<file path="src/rtl/riscv_pipe_regs.sv">
// Inter-stage register chain for the pipelined RISC-V core: pc + payload per boundary
// with per-boundary stall/flush and bubble insertion. Optional perf counters: RISCV_PIPE_PERF_CNT_EN.
module riscv_pipe_regs #(
  parameter int NSTG      = 4,
  parameter int XLEN      = 32,
  parameter int PAYLOAD_W = 64
) (
  input  logic                      clk,
  input  logic                      reset,
  input  logic                      in_valid,
  input  logic [XLEN-1:0]           in_pc,
  input  logic [PAYLOAD_W-1:0]      in_payload,
  output logic                      in_ready,
  input  logic [NSTG-1:0]           stall,
  input  logic [NSTG-1:0]           flush,
  output logic [NSTG-1:0]           st_valid,
  output logic [NSTG*XLEN-1:0]      st_pc,
  output logic [NSTG*PAYLOAD_W-1:0] st_payload,
  output logic [31:0]               cycle_cnt,
  output logic [31:0]               retire_cnt,
  output logic [31:0]               bubble_cnt
);

  logic [NSTG-1:0]           hold;
  logic [NSTG-1:0]           prev_hold;
  logic [NSTG-1:0]           src_valid;
  logic [NSTG*XLEN-1:0]      src_pc;
  logic [NSTG*PAYLOAD_W-1:0] src_payload;

  // A stall anywhere downstream freezes every boundary at or upstream of it.
  for (genvar i = 0; i < NSTG; i++) begin : g_hold
    assign hold[i] = |stall[NSTG-1:i];
  end

  assign in_ready    = ~hold[0];
  assign prev_hold   = {hold[NSTG-2:0], 1'b0};
  assign src_valid   = {st_valid[NSTG-2:0], in_valid};
  assign src_pc      = {st_pc[(NSTG-1)*XLEN-1:0], in_pc};
  assign src_payload = {st_payload[(NSTG-1)*PAYLOAD_W-1:0], in_payload};

  // NOTE: payload/pc are cleared on reset too, since their reset value is architecturally visible.
  always_ff @(posedge clk or negedge reset) begin
    if (!reset) begin
      st_valid   <= '0;
      st_pc      <= '0;
      st_payload <= '0;
    end else begin
      for (int i = 0; i < NSTG; i++) begin
        // NOTE: non-blocking updates let every boundary load its source's pre-edge content.
        if (flush[i]) begin
          st_valid[i] <= 1'b0;
        end else if (!hold[i]) begin
          if (prev_hold[i]) begin
            st_valid[i] <= 1'b0;
          end else begin
            st_valid[i]                        <= src_valid[i];
            st_pc[i*XLEN +: XLEN]              <= src_pc[i*XLEN +: XLEN];
            st_payload[i*PAYLOAD_W +: PAYLOAD_W] <= src_payload[i*PAYLOAD_W +: PAYLOAD_W];
          end
        end
      end
    end
  end

`ifdef RISCV_PIPE_PERF_CNT_EN
  logic retire_en;
  assign retire_en = st_valid[NSTG-1] & ~hold[NSTG-1] & ~flush[NSTG-1];

  // All counters saturate rather than wrap.
  always_ff @(posedge clk or negedge reset) begin
    if (!reset) begin
      cycle_cnt  <= '0;
      retire_cnt <= '0;
      bubble_cnt <= '0;
    end else begin
      if (cycle_cnt != 32'hFFFF_FFFF) cycle_cnt <= cycle_cnt + 32'd1;
      if (retire_en && retire_cnt != 32'hFFFF_FFFF) retire_cnt <= retire_cnt + 32'd1;
      if (!st_valid[NSTG-1] && bubble_cnt != 32'hFFFF_FFFF) bubble_cnt <= bubble_cnt + 32'd1;
    end
  end
`else
  assign cycle_cnt  = '0;
  assign retire_cnt = '0;
  assign bubble_cnt = '0;
`endif

endmodule

</file>
<file path="config.mk">
export PLATFORM = sky130hd
export DESIGN_NAME = riscv_pipe_regs
export DESIGN_NICKNAME = d
export VERILOG_FILES = /design/src/rtl/riscv_pipe_regs.sv
export SDC_FILE = /design/constraint.sdc
export NUM_CORES = 1
export LEC_CHECK = 0
export BUFFER_PORTS_ARGS = -buffer_cell sky130_fd_sc_hd__buf_2
export CAP_MARGIN = 30
export CORE_AREA = 5 5 230 232
export CTS_BUF_LIST = sky130_fd_sc_hd__clkbuf_16
export DETAILED_ROUTE_END_ITERATION = 10
export DIE_AREA = 0 0 235 237
export GPL_TIMING_DRIVEN = 0
export SLEW_MARGIN = 20
export SYNTH_ARGS = -nofsm -noshare
export SYNTH_HDL_FRONTEND = slang
export SYNTH_SLANG_ARGS = --single-unit
export TNS_END_PERCENT = 1
</file>
<file path="constraint.sdc">
create_clock -name clk -period 1.8 [get_ports clk]
set_clock_uncertainty 0.1 [all_clocks]
set_input_delay 0.27 -clock clk [delete_from_list [all_inputs] [get_ports clk]]
set_output_delay 0.27 -clock clk [all_outputs]
set_load 0.01 [all_outputs]
</file>
# Word level (Yosys, flattened, before mapping)
# Cells that the tools add are included.
[word_totals]
ff_bits = 388
input_bits = 107
out_inout_bits = 485
elab_cells = 42
[op_classes]
reduce_logical = 7
eq_ne = 4
bitwise = 8
muxes = 11
[op_table]
columns = ["op", "count"]
rows = [
  ["$mux 1", 11],
  ["$reduce_and 3->1", 3],
  ["$not 1->1", 8],
  ["$ne 2x2->1 const B", 3],
  ["$reduce_or 4->1", 1],
  ["$reduce_or 3->1", 1],
  ["$ne 2x1->1 const B", 1],
  ["$reduce_and 2->1", 1],
  ["$reduce_or 2->1", 1],
]

# Depth between registers and ports, before layout
[logic_depth]
word_depth = 4
mapped_depth = 7
ltp_nobuf = 4

# Least setup slack after synthesis
# No wires, ideal clock.
[synth_path]
kind = "input -> register"
startpoint = "input port stall[3]"
endpoint = "register st_payload[118]"
path_slack_ns = -0.181
t_arrival_ns = 1.756
stages = 7
path_buffers = 4
cell_sequence = "buf_6 -> or4_4 -> buf_6 -> nor2_8 -> buf_8 -> buf_12 -> mux2_4"
[synth_between]
elab_chain_len = 3
elab_cells_between_ends = 5
cone_classes = "2 x bitwise; 3 x reduce/logical"
[synth_lines]
columns = ["element", "line", "source"]
rows = [
  ["from (decl)", "14", "input logic [NSTG-1:0] stall,"],
  ["$reduce_or 4->1 / $reduce_or 3->1 (equally long branches)", "32", "assign hold[i] = |stall[NSTG-1:i];"],
  ["$not 1->1 (no line)", "--", ""],
  ["$reduce_and 3->1 (no line) (*)", "--", ""],
  ["to (signal, indexed assignment)", "58", "st_payload[i*PAYLOAD_W +: PAYLOAD_W] <= src_payload[i*PAYLOAD_W +: PAYLOAD_W];"],
  ["to (decl)", "18", "output logic [NSTG*PAYLOAD_W-1:0] st_payload,"],
]
# Every way passes the cells marked *; elsewhere a longest branch is shown, timed or not.
# A chain may end at the register's enable or synchronous reset.

# Final worst setup path
[layout_path]
startpoint = "input port stall[2]"
endpoint = "register st_pc[50]"
[layout_between]
elab_chain_len = 3
elab_cells_between_ends = 5
cone_classes = "2 x bitwise; 3 x reduce/logical"
[layout_lines]
columns = ["element", "line", "source"]
rows = [
  ["$reduce_or 4->1 / $reduce_or 3->1 (equally long branches)", "32", ""],
  ["$not 1->1 (no line)", "--", ""],
  ["$reduce_and 3->1 (no line) (*)", "--", ""],
  ["to (signal, indexed assignment)", "57", "st_pc[i*XLEN +: XLEN] <= src_pc[i*XLEN +: XLEN];"],
  ["to (decl)", "17", "output logic [NSTG*XLEN-1:0] st_pc,"],
]
# Marked as above.

==> qor.txt <==
================================================================================
RePlAce Congestion ................................................        0.847
Switching power as a share of total power .........................        30.5%
Number of warning messages in the yosys log .......................            0
Total number of vias ..............................................       10,159
Number of design rule violations left after detail routing ........            0
H-tree depth ......................................................            2
Flops & latches, synth ............................................          388
Sequential area share after synthesis .............................        62.3%
Unrepaired setup endpoints after global routing ...................        false
Total power divided by cell area ..................................  1290 nW/µm²
Fraction of layout cells with a size suffix above 1 ...............        63.1%
Total wire length after detailed routing ..........................    44,600 µm
Worst hold slack ..................................................    -0.467 ns
Fin. max-slew vios ................................................            0
Actual transition at the worst max-transition pin .................     0.789 ns
Total GRT Usage ...................................................        15.4%
Violations in the final reports ................................... negative hold slack
CTS tree ..........................................................         done
Clock sinks .......................................................          388
HPWL reported at the end of detailed placement ....................    32,900 µm
Post-placement cell count .........................................        2,205
Number of buffers added by the clock tree synthesis step ..........           44
Root Buffer ....................................................... sky130_fd_sc_hd__clkbuf_16
Post-DR vias/cell .................................................         4.26
Path class of the lowest-slack min-delay path .....................     in2async
Width of the chip .................................................       235 µm
Max Freq ..........................................................    0.570 GHz
Clock Pin Slew Worst Setup and Hold Paths .........................      0.06 ns
Kind of start point of the critical path .......................... primary input
Largest net degree at the start of global routing .................           99
Height of the chip ................................................       237 µm
Portion of total power attributed to the clock network ............        29.5%
Shortest period the worst path allows .............................      1.75 ns
Number of buffer cells added on primary ports .....................          494
Final hold violations .............................................          108
Run status ........................................................ complete, but fails checks
Total net switching power .........................................      8.57 mW
Worst max-slew margin expressed relative to the limit .............        47.4%
Clock insertion delay at the later pin of the skew report .........      0.55 ns
Total internal power ..............................................      19.5 mW
Netlist area before placement .....................................   15,600 µm²
Die area ..........................................................   55,700 µm²
Max clock buf depth ...............................................            3
Endpoint type of the worst setup path .............................         flop
Routed length per instance ........................................      18.7 µm
Post-DP Area ......................................................   19,400 µm²
Total grt overflow ................................................            0
FP Rows ...........................................................           83
Final setup violating endpoints ...................................            0
Detailed router's first-iteration violation count .................          260
Critical path data arrival time ...................................      2.06 ns
Post-synthesis to final-layout area growth ........................        40.0%
Area of the placeable core ........................................   50,800 µm²
Part of the total power dissipated in sequential elements .........        44.9%
Initial standard-cell utilization of the core .....................        30.7%
Number of antenna violations at the first check in global routing .            1
Post-synthesis cell type count ....................................           23
Count of mapped cells out of synthesis ............................          930
Via count of the first global-routing pass ........................       11,155
Standby leakage power .............................................      11.6 nW
Final design area excluding fillers ...............................   21,800 µm²
TritonRoute pass-1 iters ..........................................            4
Max-Cap Viols .....................................................            0
I/O pin count .....................................................          592
Final non-filler cell total .......................................        2,387
Final #Nets .......................................................        1,783
Synthesized area per cell .........................................     16.8 µm²
Antenna Cells .....................................................            0
Commonest non-fill, non-tap cell in the layout .................... sky130_fd_sc_hd__buf_2
Crit path required time ...........................................      2.11 ns
Largest vdd supply drop ...........................................   0.000903 V
Post-CTS setup repair buffer count ................................            0
Most frequent cells in the layout ................................. 504 x sky130_fd_sc_hd__buf_2, 388 x sky130_fd_sc_hd__dfrtp_1, 304 x sky130_fd_sc_hd__mux2_2
Largest fanout on the critical path ...............................           10
Final period utilization ..........................................        97.4%
Remaining antenna violation count after routing ...................            0
First-pass GRT wire length ........................................    68,400 µm
Path type of the worst setup path .................................       in2reg
Power share of the combinational group ............................        25.6%
================================================================================
-- logic make-up after synthesis --
group                  after synthesis  share of synthesized area (%)
buffers and inverters              139                           7.09
multiplexers                       385                           29.7
flip-flops                         388                           62.3
AND/OR/NAND/NOR                     13                          0.683
AO/OA/AOI/OAI                        4                          0.145
other                                1                         0.0241
-- cell type report --
type	count	area (µm²)
Buffer	138	1120
Clock buffer	45	1130
Clock inverter	32	194
Fill cell	4683	29000
Inverter	1	3.75
Multi-Input combinational cell	498	5140
Sequential cell	388	9710
Tap cell	680	851
Timing Repair Buffer	605	3660
-- timing repair --
action | 4_1_cts | 5_1_grt
hold endpoints to repair | 222 | 66
gates resized for setup | 2 | 4
pin swaps | 0 | 0
hold buffers | 104 | 1
endpoints found under the setup margin | 90 | 65
cloned | 0 | 0
-- routing by layer --
| layer | track usage, % | part of all wire, % |
|---|---|---|
| met1 | 17.9 | 38 |
| met2 | 26.6 | 51 |
| met3 | 5.54 | 8.1 |
| met4 | 4.87 | 2.6 |
| met5 | 0 | 0 |
-- worst paths after layout --
check,cells past startpoint,to,startpoint,slack [ns]
min in group clk,4,st_payload[142],stall[3],0.27
hold reg to reg,1,st_pc[127],st_pc[127],0.40
setup reg to reg,4,st_valid[1],st_valid[0],0.33
hold / removal,1,st_payload[93],reset,-0.47
max in group asynchronous,3,st_payload[158],reset,0.39
setup / recovery,7,st_pc[50],stall[2],0.05
-- power by group through the flow --
stage | registers [mW] | clock network [mW] | logic [mW]
after floorplan | 13.4 | 0 | 2.59
after global placement | 12.7 | 0 | 7.01
after detailed placement | 12.8 | 0 | 7.09
after CTS | 12.6 | 8.58 | 7.29
after global routing | 12.9 | 8.91 | 7.72
final | 12.6 | 8.30 | 7.18
-- per-stage QoR --
stage | hold slack [ns] | setup slack, ns | power, mW | setup TNS [ns] | util [%]
finish | -0.467 | 0.0471 | 28.1 | 0 | 42.9
global route | -0.465 | 0.0189 | 29.6 | 0 | 42.9
CTS | -0.492 | 0.00174 | 28.5 | 0 | 42.9
detailed placement | 0.109 | -0.814 | 19.8 | -193.75 | 38.2
global placement | 0.351 | -7.30 | 19.7 | -3067.50 | 37.9
floorplan | -0.126 | -0.0913 | 16.0 | -6.84 | -
-- cell usage after synthesis, drive strengths merged --
library cell  number  share of area, %
buf              132               6.9
a22oi              1             0.048
or4                1             0.072
a21oi              2             0.064
nor3               2             0.064
nand2              2             0.048
inv                1             0.024
nand3b             1             0.048
clkbuf             6              0.14
nor2               5              0.33
nor4               1             0.080
o21ai              1             0.032
mux2             384                30
nor2b              1             0.040
dfrtp            388                62
mux2i              1             0.064
conb               1             0.024
-- sequential cells by signal, summed over array words and instances, names as in the netlist --
register and count:
st_payload 256, st_pc 128, st_valid 4
-- critical path, stage by stage --
cell and delay [ns]:
sky130_fd_sc_hd__buf_2 0.16, sky130_fd_sc_hd__or4_4 0.52, sky130_fd_sc_hd__buf_6 0.16, sky130_fd_sc_hd__nor2_8 0.20, sky130_fd_sc_hd__buf_8 0.23, sky130_fd_sc_hd__buf_12 0.18, sky130_fd_sc_hd__mux2_4 0.30
Power figures use the tool's default switching activity.
